`config.mk`:
```
export PLATFORM = sky130hd
export DESIGN_NAME = arb_priority_ager_flat
export DESIGN_NICKNAME = d
export VERILOG_FILES = /design/src/rtl/arb_priority_ager_if.sv /design/src/rtl/arb_priority_ager.sv /design/src/flat_wrapper.sv
export SDC_FILE = /design/constraint.sdc
export NUM_CORES = 1
export LEC_CHECK = 0
export CELL_PAD_IN_SITES_DETAIL_PLACEMENT = 1
export CELL_PAD_IN_SITES_GLOBAL_PLACEMENT = 1
export CORE_MARGIN = 1.5
export CORE_UTILIZATION = 40
export DETAILED_ROUTE_END_ITERATION = 7
export DONT_BUFFER_PORTS = 1
export PLACE_DENSITY_LB_ADDON = 0.1
export SETUP_SLACK_MARGIN = 0.05
export SLEW_MARGIN = 20
export SYNTH_ARGS = -nofsm -noshare
export SYNTH_HDL_FRONTEND = slang
export SYNTH_SLANG_ARGS = --single-unit
```
`constraint.sdc`:
```
create_clock -name clk -period 3.8 [get_ports clk]
set_input_delay 0.76 -clock clk [delete_from_list [all_inputs] [get_ports clk]]
set_output_delay 0.76 -clock clk [all_outputs]
set_load 0.01 [all_outputs]
```
`src/rtl/arb_priority_ager_if.sv`:
```
// Bus bundle between the priority ager and whatever drives it (the arbiter side
// shares req/grant; a config agent owns cfg*/ageLimit).
interface arb_priority_ager_if #(
  parameter int REQ_NUM   = 4,
  parameter int PRI_WIDTH = (REQ_NUM > 1) ? $clog2(REQ_NUM) : 1,
  parameter int AGE_WIDTH = 8
);
  logic [REQ_NUM-1:0]           req;
  logic [REQ_NUM-1:0]           grant;
  logic                         cfgWe;
  logic [PRI_WIDTH-1:0]         cfgIdx;
  logic [PRI_WIDTH-1:0]         cfgPri;
  logic [AGE_WIDTH-1:0]         ageLimit;
  logic [REQ_NUM*PRI_WIDTH-1:0] priorityLevel;
  logic [REQ_NUM-1:0]           starve;

  modport master (
    output req, grant, cfgWe, cfgIdx, cfgPri, ageLimit,
    input  priorityLevel, starve
  );

  modport slave (
    input  req, grant, cfgWe, cfgIdx, cfgPri, ageLimit,
    output priorityLevel, starve
  );
endinterface

```
`src/rtl/arb_priority_ager.sv`:
```
// Priority-aging controller: per-requester effective level that climbs toward 0
// while a request waits, reloading to a programmable base on grant or idle.

// One requester's base/current level, wait counter and starve flag.
module arb_priority_ager_lane #(
  parameter int                   PRI_WIDTH = 2,
  parameter int                   AGE_WIDTH = 8,
  parameter logic [PRI_WIDTH-1:0] RST_PRI   = '0
) (
  input  logic                 clk,
  input  logic                 rst_n,
  input  logic                 req,
  input  logic                 grant,
  input  logic                 cfgWr,
  input  logic [PRI_WIDTH-1:0] cfgPri,
  input  logic [AGE_WIDTH-1:0] ageLimit,
  output logic [PRI_WIDTH-1:0] curPri,
  output logic                 starve
);
  logic [PRI_WIDTH-1:0] basePri;
  logic [AGE_WIDTH-1:0] waitCnt;

  // Base write, then reload / hold / promote of the effective level.
  // The reload reads the pre-write base, so a new base shows one edge later.
  always_ff @(posedge clk or negedge rst_n) begin
    if (!rst_n) begin
      basePri <= RST_PRI;
      curPri  <= RST_PRI;
      waitCnt <= '0;
      starve  <= 1'b0;
    end else begin
      if (cfgWr) basePri <= cfgPri;
      if (grant || !req) begin
        curPri  <= basePri;
        waitCnt <= '0;
        starve  <= 1'b0;
      end else if (ageLimit == '0) begin
        waitCnt <= '0;
      end else if (waitCnt >= ageLimit - AGE_WIDTH'(1)) begin
        // >= rather than == so a lowered limit promotes on the next wait edge
        waitCnt <= '0;
        if (curPri != '0) curPri <= curPri - PRI_WIDTH'(1);
        else              starve <= 1'b1;
      end else begin
        waitCnt <= waitCnt + AGE_WIDTH'(1);
      end
    end
  end
endmodule

module arb_priority_ager #(
  parameter int REQ_NUM   = 4,
  parameter int PRI_WIDTH = (REQ_NUM > 1) ? $clog2(REQ_NUM) : 1,
  parameter int AGE_WIDTH = 8
) (
  input logic               clk,
  input logic               rst_n,
  arb_priority_ager_if.slave bus
);
  logic [REQ_NUM-1:0][PRI_WIDTH-1:0] lvl;
  logic [REQ_NUM-1:0]                stv;

  for (genvar i = 0; i < REQ_NUM; i++) begin : gLane
    // Out-of-range cfgIdx matches no lane, so such writes drop silently.
    arb_priority_ager_lane #(
      .PRI_WIDTH (PRI_WIDTH),
      .AGE_WIDTH (AGE_WIDTH),
      .RST_PRI   (PRI_WIDTH'(i))
    ) uLane (
      .clk      (clk),
      .rst_n    (rst_n),
      .req      (bus.req[i]),
      .grant    (bus.grant[i]),
      .cfgWr    (bus.cfgWe && (bus.cfgIdx == PRI_WIDTH'(i))),
      .cfgPri   (bus.cfgPri),
      .ageLimit (bus.ageLimit),
      .curPri   (lvl[i]),
      .starve   (stv[i])
    );
  end

  assign bus.priorityLevel = lvl;
  assign bus.starve        = stv;
endmodule

```
`src/flat_wrapper.sv`:
```
// flat-port wrapper written by rule: the top's interface ports become plain ports
module arb_priority_ager_flat 
#(
  parameter int REQ_NUM   = 4,
  parameter int PRI_WIDTH = (REQ_NUM > 1) ? $clog2(REQ_NUM) : 1,
  parameter int AGE_WIDTH = 8
)
  (clk, rst_n, bus_req, bus_grant, bus_cfgWe, bus_cfgIdx, bus_cfgPri, bus_ageLimit, bus_priorityLevel, bus_starve);
  arb_priority_ager_if #(.REQ_NUM(REQ_NUM), .PRI_WIDTH(PRI_WIDTH), .AGE_WIDTH(AGE_WIDTH)) bus_i ();
  input logic clk;
  input logic rst_n;
  input wire logic [$bits(bus_i.req)-1:0] bus_req;
  input wire logic [$bits(bus_i.grant)-1:0] bus_grant;
  input wire logic [$bits(bus_i.cfgWe)-1:0] bus_cfgWe;
  input wire logic [$bits(bus_i.cfgIdx)-1:0] bus_cfgIdx;
  input wire logic [$bits(bus_i.cfgPri)-1:0] bus_cfgPri;
  input wire logic [$bits(bus_i.ageLimit)-1:0] bus_ageLimit;
  output wire logic [$bits(bus_i.priorityLevel)-1:0] bus_priorityLevel;
  output wire logic [$bits(bus_i.starve)-1:0] bus_starve;
  assign bus_i.req = bus_req;
  assign bus_i.grant = bus_grant;
  assign bus_i.cfgWe = bus_cfgWe;
  assign bus_i.cfgIdx = bus_cfgIdx;
  assign bus_i.cfgPri = bus_cfgPri;
  assign bus_i.ageLimit = bus_ageLimit;
  assign bus_priorityLevel = bus_i.priorityLevel;
  assign bus_starve = bus_i.starve;
  arb_priority_ager #(.REQ_NUM(REQ_NUM), .PRI_WIDTH(PRI_WIDTH), .AGE_WIDTH(AGE_WIDTH)) u_core (.clk(clk), .rst_n(rst_n), .bus(bus_i));
endmodule
```
* Word level (Yosys, flattened, before mapping)
Index checks and enable logic that the tools add are counted.
** Word-level totals
- Register bits after elaboration :: 52
- Input bits :: 23
** Operators by class
- Equality and inequality tests :: 11
- Reduce and logical (&&, ||, !) cells :: 34
- Add/subtract/negate cells :: 9
- Order comparisons :: 4
- Multiplexer cells :: 44
** Operators by type and width (number)
- $mux W8 :: 12
- $add A8 B1 Y8 const B :: 4
- $ge A8 B8 Y1 :: 4
- $mux W2 :: 16
- $reduce_and A3 Y1 :: 8
- $reduce_bool A2 Y1 :: 12
- $mux W1 :: 16
- $ne A2 B2 Y1 const B :: 8
- $logic_not A8 Y1 :: 1
- $sub A2 B1 Y2 const B :: 4
- $sub A8 B1 Y8 const B :: 1
- $eq A2 B2 Y1 const B :: 2
- $logic_and A1 B1 Y1 :: 4
- $logic_not A1 Y1 :: 4
- $logic_or A1 B1 Y1 :: 4
- $eq A2 B1 Y1 const B :: 1
- $logic_not A2 Y1 :: 1

* Depth between registers and ports, before layout
- Depth in word-level cells :: 5
- Gate-level depth with buffers :: 11

* By module
Synthesis repeated with hierarchy kept, for this count alone.
** Unflattened totals
- Cell total of the unflattened synthesis :: 392
- Area, all modules :: 3821.2 sq um
** By module, submodules not included
- arb_priority_ager_lane at u_core.gLane[1].uLane ... :: cells an instance 97, instances 2, area an instance 945.9 sq um
- arb_priority_ager_lane at u_core.gLane[3].uLane :: cells an instance 97, instances 1, area an instance 948.4 sq um
- arb_priority_ager_lane at u_core.gLane[0].uLane :: cells an instance 97, instances 1, area an instance 943.4 sq um
- arb_priority_ager :: cells an instance 4, instances 1, area an instance 37.5 sq um

* Least setup slack after synthesis
OpenSTA, ideal clock, no wires.
- Kind :: in2reg
- Start :: input port bus_ageLimit[0]
- End :: register u_core.gLane[0].uLane.curPri[0]
- Arrival :: 3.029 ns
- Required time :: 3.674 ns
- Library setup time :: 0.126 ns
- Path slack :: 0.645 ns
- Stages :: 11
- Cell sequence :: inv_1 > ha_1 > inv_1 > or3_1 > xor2_1 > ha_1 > a21oi_1 > o21ai_0 > a221oi_2 > nor3_1 > a311o_1
** Between the ends
- Word-level cells in the longest chain between the ends :: 4
- Elaborated cells between the ends (all ways) :: 6
- Those cells by class :: add/sub: 1; order compare: 1; eq/ne: 1; reduce/logical: 3
** Ends and longest elaborated chain
- from (decl) :: RTL line flat_wrapper.sv:17 : input wire logic [$bits(bus_i.ageLimit)-1:0] bus_ageLimit;
- $sub A8 B1 Y8 :: RTL line arb_priority_ager.sv:39 : end else if (waitCnt >= ageLimit - AGE_WIDTH'(1)) begin
- $ge A8 B8 Y1 :: RTL line arb_priority_ager.sv:39
- $reduce_bool A2 Y1 (no source line)
- $reduce_and A3 Y1 (no source line) (*)
- to (signal assigned) :: RTL line arb_priority_ager.sv:34 : curPri <= basePri;
- to (signal assigned) :: RTL line arb_priority_ager.sv:42 : if (curPri != '0) curPri <= curPri - PRI_WIDTH'(1);
- to (decl) :: RTL line arb_priority_ager.sv:17 : output logic [PRI_WIDTH-1:0] curPri,
Every way passes the cells marked *; elsewhere a longest branch is shown, timed or not.
A chain may end at the register's enable or synchronous reset.

* Worst setup path after layout
- Start :: input port bus_ageLimit[1]
- End :: register u_core.gLane[3].uLane.waitCnt[4]
** Between the ends
- Word-level cells in the longest chain between the ends :: 5
- Elaborated cells between the ends (all ways) :: 6
- Those cells by class :: add/sub: 1; order compare: 1; mux: 3; reduce/logical: 1
** Ends and longest elaborated chain
- $sub A8 B1 Y8 :: RTL line arb_priority_ager.sv:39
- $ge A8 B8 Y1 :: RTL line arb_priority_ager.sv:39
- $mux W8 :: RTL line arb_priority_ager.sv:39
- $mux W8 (*) :: RTL line arb_priority_ager.sv:37 : end else if (ageLimit == '0) begin
- $mux W8 (*) :: RTL line arb_priority_ager.sv:33 : if (grant || !req) begin
- to (signal assigned) :: RTL line arb_priority_ager.sv:45 : waitCnt <= waitCnt + AGE_WIDTH'(1);
- to (decl) :: RTL line arb_priority_ager.sv:21 : logic [AGE_WIDTH-1:0] waitCnt;
Marked as above.

==> flow_metrics.env <==
export IMPL_cp_start_kind="input pin"
export IMPL_end_kind="flop"
export IMPL_yosys_area_top_type_share_pct=30.9
export IMPL_avgSynthCellArea_um2=9.70
export IMPL_cts_max_path_buffers=2
export IMPL_overflow=0
export IMPL_cts_tree="done"
export IMPL_yosysWarnings=0
export IMPL_clk_pin_slew_ns=0.09
export IMPL_nets=422
export IMPL_viasPerCell=5.72
export IMPL_crit_arrival_ns=3.30
export IMPL_synth_mux_area_share_pct=3.66
export IMPL_synth_cells=367
export IMPL_finalSetupViolCount=0
export IMPL_dr_total_vias=2732
export IMPL_slew_headroom_pct=65.1
export IMPL_peakVddDrop_mv=0.130
export IMPL_cts_resized=0
export IMPL_synth_top_cell_by_area="dfrtp_1"
export IMPL_htreeDepth=2
export IMPL_clk_latency_ns=0.31
export IMPL_drv_cap=0
export IMPL_cp_required_ns=4.04
export IMPL_cp_max_fo=8
export IMPL_initial_core_util_pct=41.0
export IMPL_place_hpwl_mm=6.55
export IMPL_synth_edff_count=0
export IMPL_tightest_slew_ns=0.523
export IMPL_synth_most_common_cell="dfrtp_1"
export IMPL_period_needed_ns=3.06
export IMPL_yosys_most_used_dff="dfrtp_1"
export IMPL_grt_antenna_before_repair=0
export IMPL_die_area_um2=9470
export IMPL_hold_violations=0
export IMPL_outcome="complete, no violations"
export IMPL_drt_iter0_markers=134
export IMPL_synth_fp_nets=420
export IMPL_synth_compound_area_share_pct=18.0
export IMPL_ys_seq_area_share_pct=36.8
export IMPL_finalCritPeriodShare_pct=80.6
export IMPL_cts_buffers=5
export IMPL_drive_above_1_share_pct=12.2
export IMPL_holdBufCountCts=0
export IMPL_async_reset_ff_share_pct=100
export IMPL_synth_top_family_by_area="simple AND/OR/NAND/NOR gates"
export IMPL_core_rowCount=34
export IMPL_synth_cell_types=53
export IMPL_fin_setup_tns_ns=0
export IMPL_area_growth_pct=5.59
export IMPL_fin_cells=478
export IMPL_grt_max_degree=53
export IMPL_synthTopCellsByArea="dfrtp_1 31%, ha_1 11%, dfstp_2 5.9%, xor2_1 5.2%, nor2_1 4.2%"
export IMPL_clock_skew_final_ns=0.00438
export IMPL_syn_area_um2=3560
export IMPL_wl_per_cell_um=17.7
export IMPL_die_y_um=97.3
export IMPL_rsz0062_at_grt="no"
export IMPL_cts_sinks=52
export IMPL_final_max_slew_viol_count=0
export IMPL_grt_pass1_wl_mm=14.6
export IMPL_post_cts_buffers=0
export IMPL_p_leak_uw=0.00164
export IMPL_synth_ff_latch_count=52
export IMPL_dieWidth_um=97.3
export IMPL_num_io_pins=35
export IMPL_diodes=0
export IMPL_synth_adder_area_share_pct=10.5
export IMPL_hp_class="in -> async"
export IMPL_place_gp_congestion=0.752
export IMPL_grt_pass1_vias=2790
export IMPL_crit_type="in -> reg"
export IMPL_root_buffer="clkbuf_8"
export IMPL_core_um2=8680
export IMPL_synth_common_cells="44 x dfrtp_1, 40 x nor2_1, 30 x ha_1, 24 x inv_1, 23 x nand3_1"
export IMPL_routed_wl_mm=8.44
export IMPL_synthXorXnorAreaFrac_pct=6.89
export IMPL_drtPass1Iterations=4
export IMPL_power_density_nw_per_um2=345
export IMPL_synth_simple_area_share_pct=20.0
export IMPL_grt_use_total_pct=19.2
export IMPL_fmax_mhz=327
export IMPL_drc=0
export IMPL_holdWs_ns=0.132
export IMPL_ant_nets=0
export IMPL_dp_cells=470
export IMPL_io_buffers=0
-- final cells by class --
type                    count  area [um^2]
fillers                  1001         4920
repair buffers              4         30.0
clock buffers               8         90.1
multi-input cells         282         2100
inverters                  24         90.1
well taps                 108          135
flip-flops and latches     52         1310
-- metal layers --
metal / wire length [um] / track usage (%) / up-vias
met5: 0 / 0 / -
met4: 89 / 4.62 / 0
met3: 281 / 3.17 / 7
met2: 3830 / 29.8 / 36
met1: 4250 / 28.0 / 1348
li1: - / - / 1341
-- through the flow --
| stage | utilization [%] | worst slack, ns | area, um^2 | total power [uW] |
|---|---|---|---|---|
| floorplan | - | 0.645 | 3560 | 907 |
| global placement | 42.3 | 0.433 | 3670 | 965 |
| detailed placement | 42.3 | 0.389 | 3670 | 972 |
| CTS | 43.3 | 0.722 | 3760 | 1310 |
| global route | 43.3 | 0.502 | 3760 | 1380 |
| finish | 43.3 | 0.739 | 3760 | 1300 |
-- flip-flops by register name (all words and copies together), names as in the netlist --
name,flops
u_core.gLane.uLane.waitCnt,32
u_core.gLane.uLane.basePri,8
u_core.gLane.uLane.curPri,8
u_core.gLane.uLane.starve,4
-- critical path, stage by stage --
cell,delay [ns]
inv_1,0.06
ha_1,0.18
inv_1,0.07
or3_1,0.32
xor2_1,0.32
ha_1,0.32
a21oi_1,0.13
o21ai_0,0.17
a221oi_1,0.52
o211ai_2,0.27
nor2_1,0.18
-- final timing paths --
| path | start | end | slack, ns | depth (start not counted) |
|---|---|---|---|---|
| max reg2reg | u_core.gLane[3].uLane.waitCnt[0] | u_core.gLane[3].uLane.waitCnt[4] | 1.49 | 8 |
| max in group asynchronous | rst_n | u_core.gLane[1].uLane.basePri[0] | 3.47 | 0 |
| min reg2reg | u_core.gLane[2].uLane.basePri[0] | u_core.gLane[2].uLane.basePri[0] | 0.53 | 1 |
| max | bus_ageLimit[1] | u_core.gLane[3].uLane.waitCnt[4] | 0.74 | 11 |
| min in group clk | u_core.gLane[2].uLane.basePri[0] | u_core.gLane[2].uLane.basePri[0] | 0.53 | 1 |
| min | rst_n | u_core.gLane[2].uLane.basePri[0] | 0.13 | 0 |
-- cells by family (layout without fill, tap and decap cells) --
kind of cell | count (synthesis) | in the layout
simple gates | 131 | 131
buf+inv | 33 | 36
flops | 52 | 52
mux | 12 | 12
compound gates | 81 | 81
fa+ha+maj | 30 | 30
xor+xnor | 28 | 28
-- power by group --
group	switching [uW]	leakage, uW	internal (uW)
Sequential	69.6	0.000677	617
Clock	186	0.0000455	149
Combinational	143	0.000922	130
-- cell usage in the layout (no fill, tap or decap), types with 3 or more instances in the layout --
cell type,n
nand2_1,11
nor3_1,4
and3_1,8
nand3b_1,12
buf_4,4
dfstp_2,8
o311a_1,5
o2bb2ai_1,4
mux2_2,8
ha_1,30
a31o_2,3
and3b_1,4
o21ai_0,12
a21oi_1,11
nand2b_1,6
a21o_1,4
dfrtp_1,44
a221oi_2,3
xor2_1,21
mux2i_1,4
a31oi_1,8
inv_1,24
nor2b_1,7
nor2_1,40
xnor2_1,7
clkbuf_8,6
o22ai_1,7
nand3_1,23
o211ai_2,4
nor3b_1,4
Note: power is estimated with default switching activity, not from simulation.
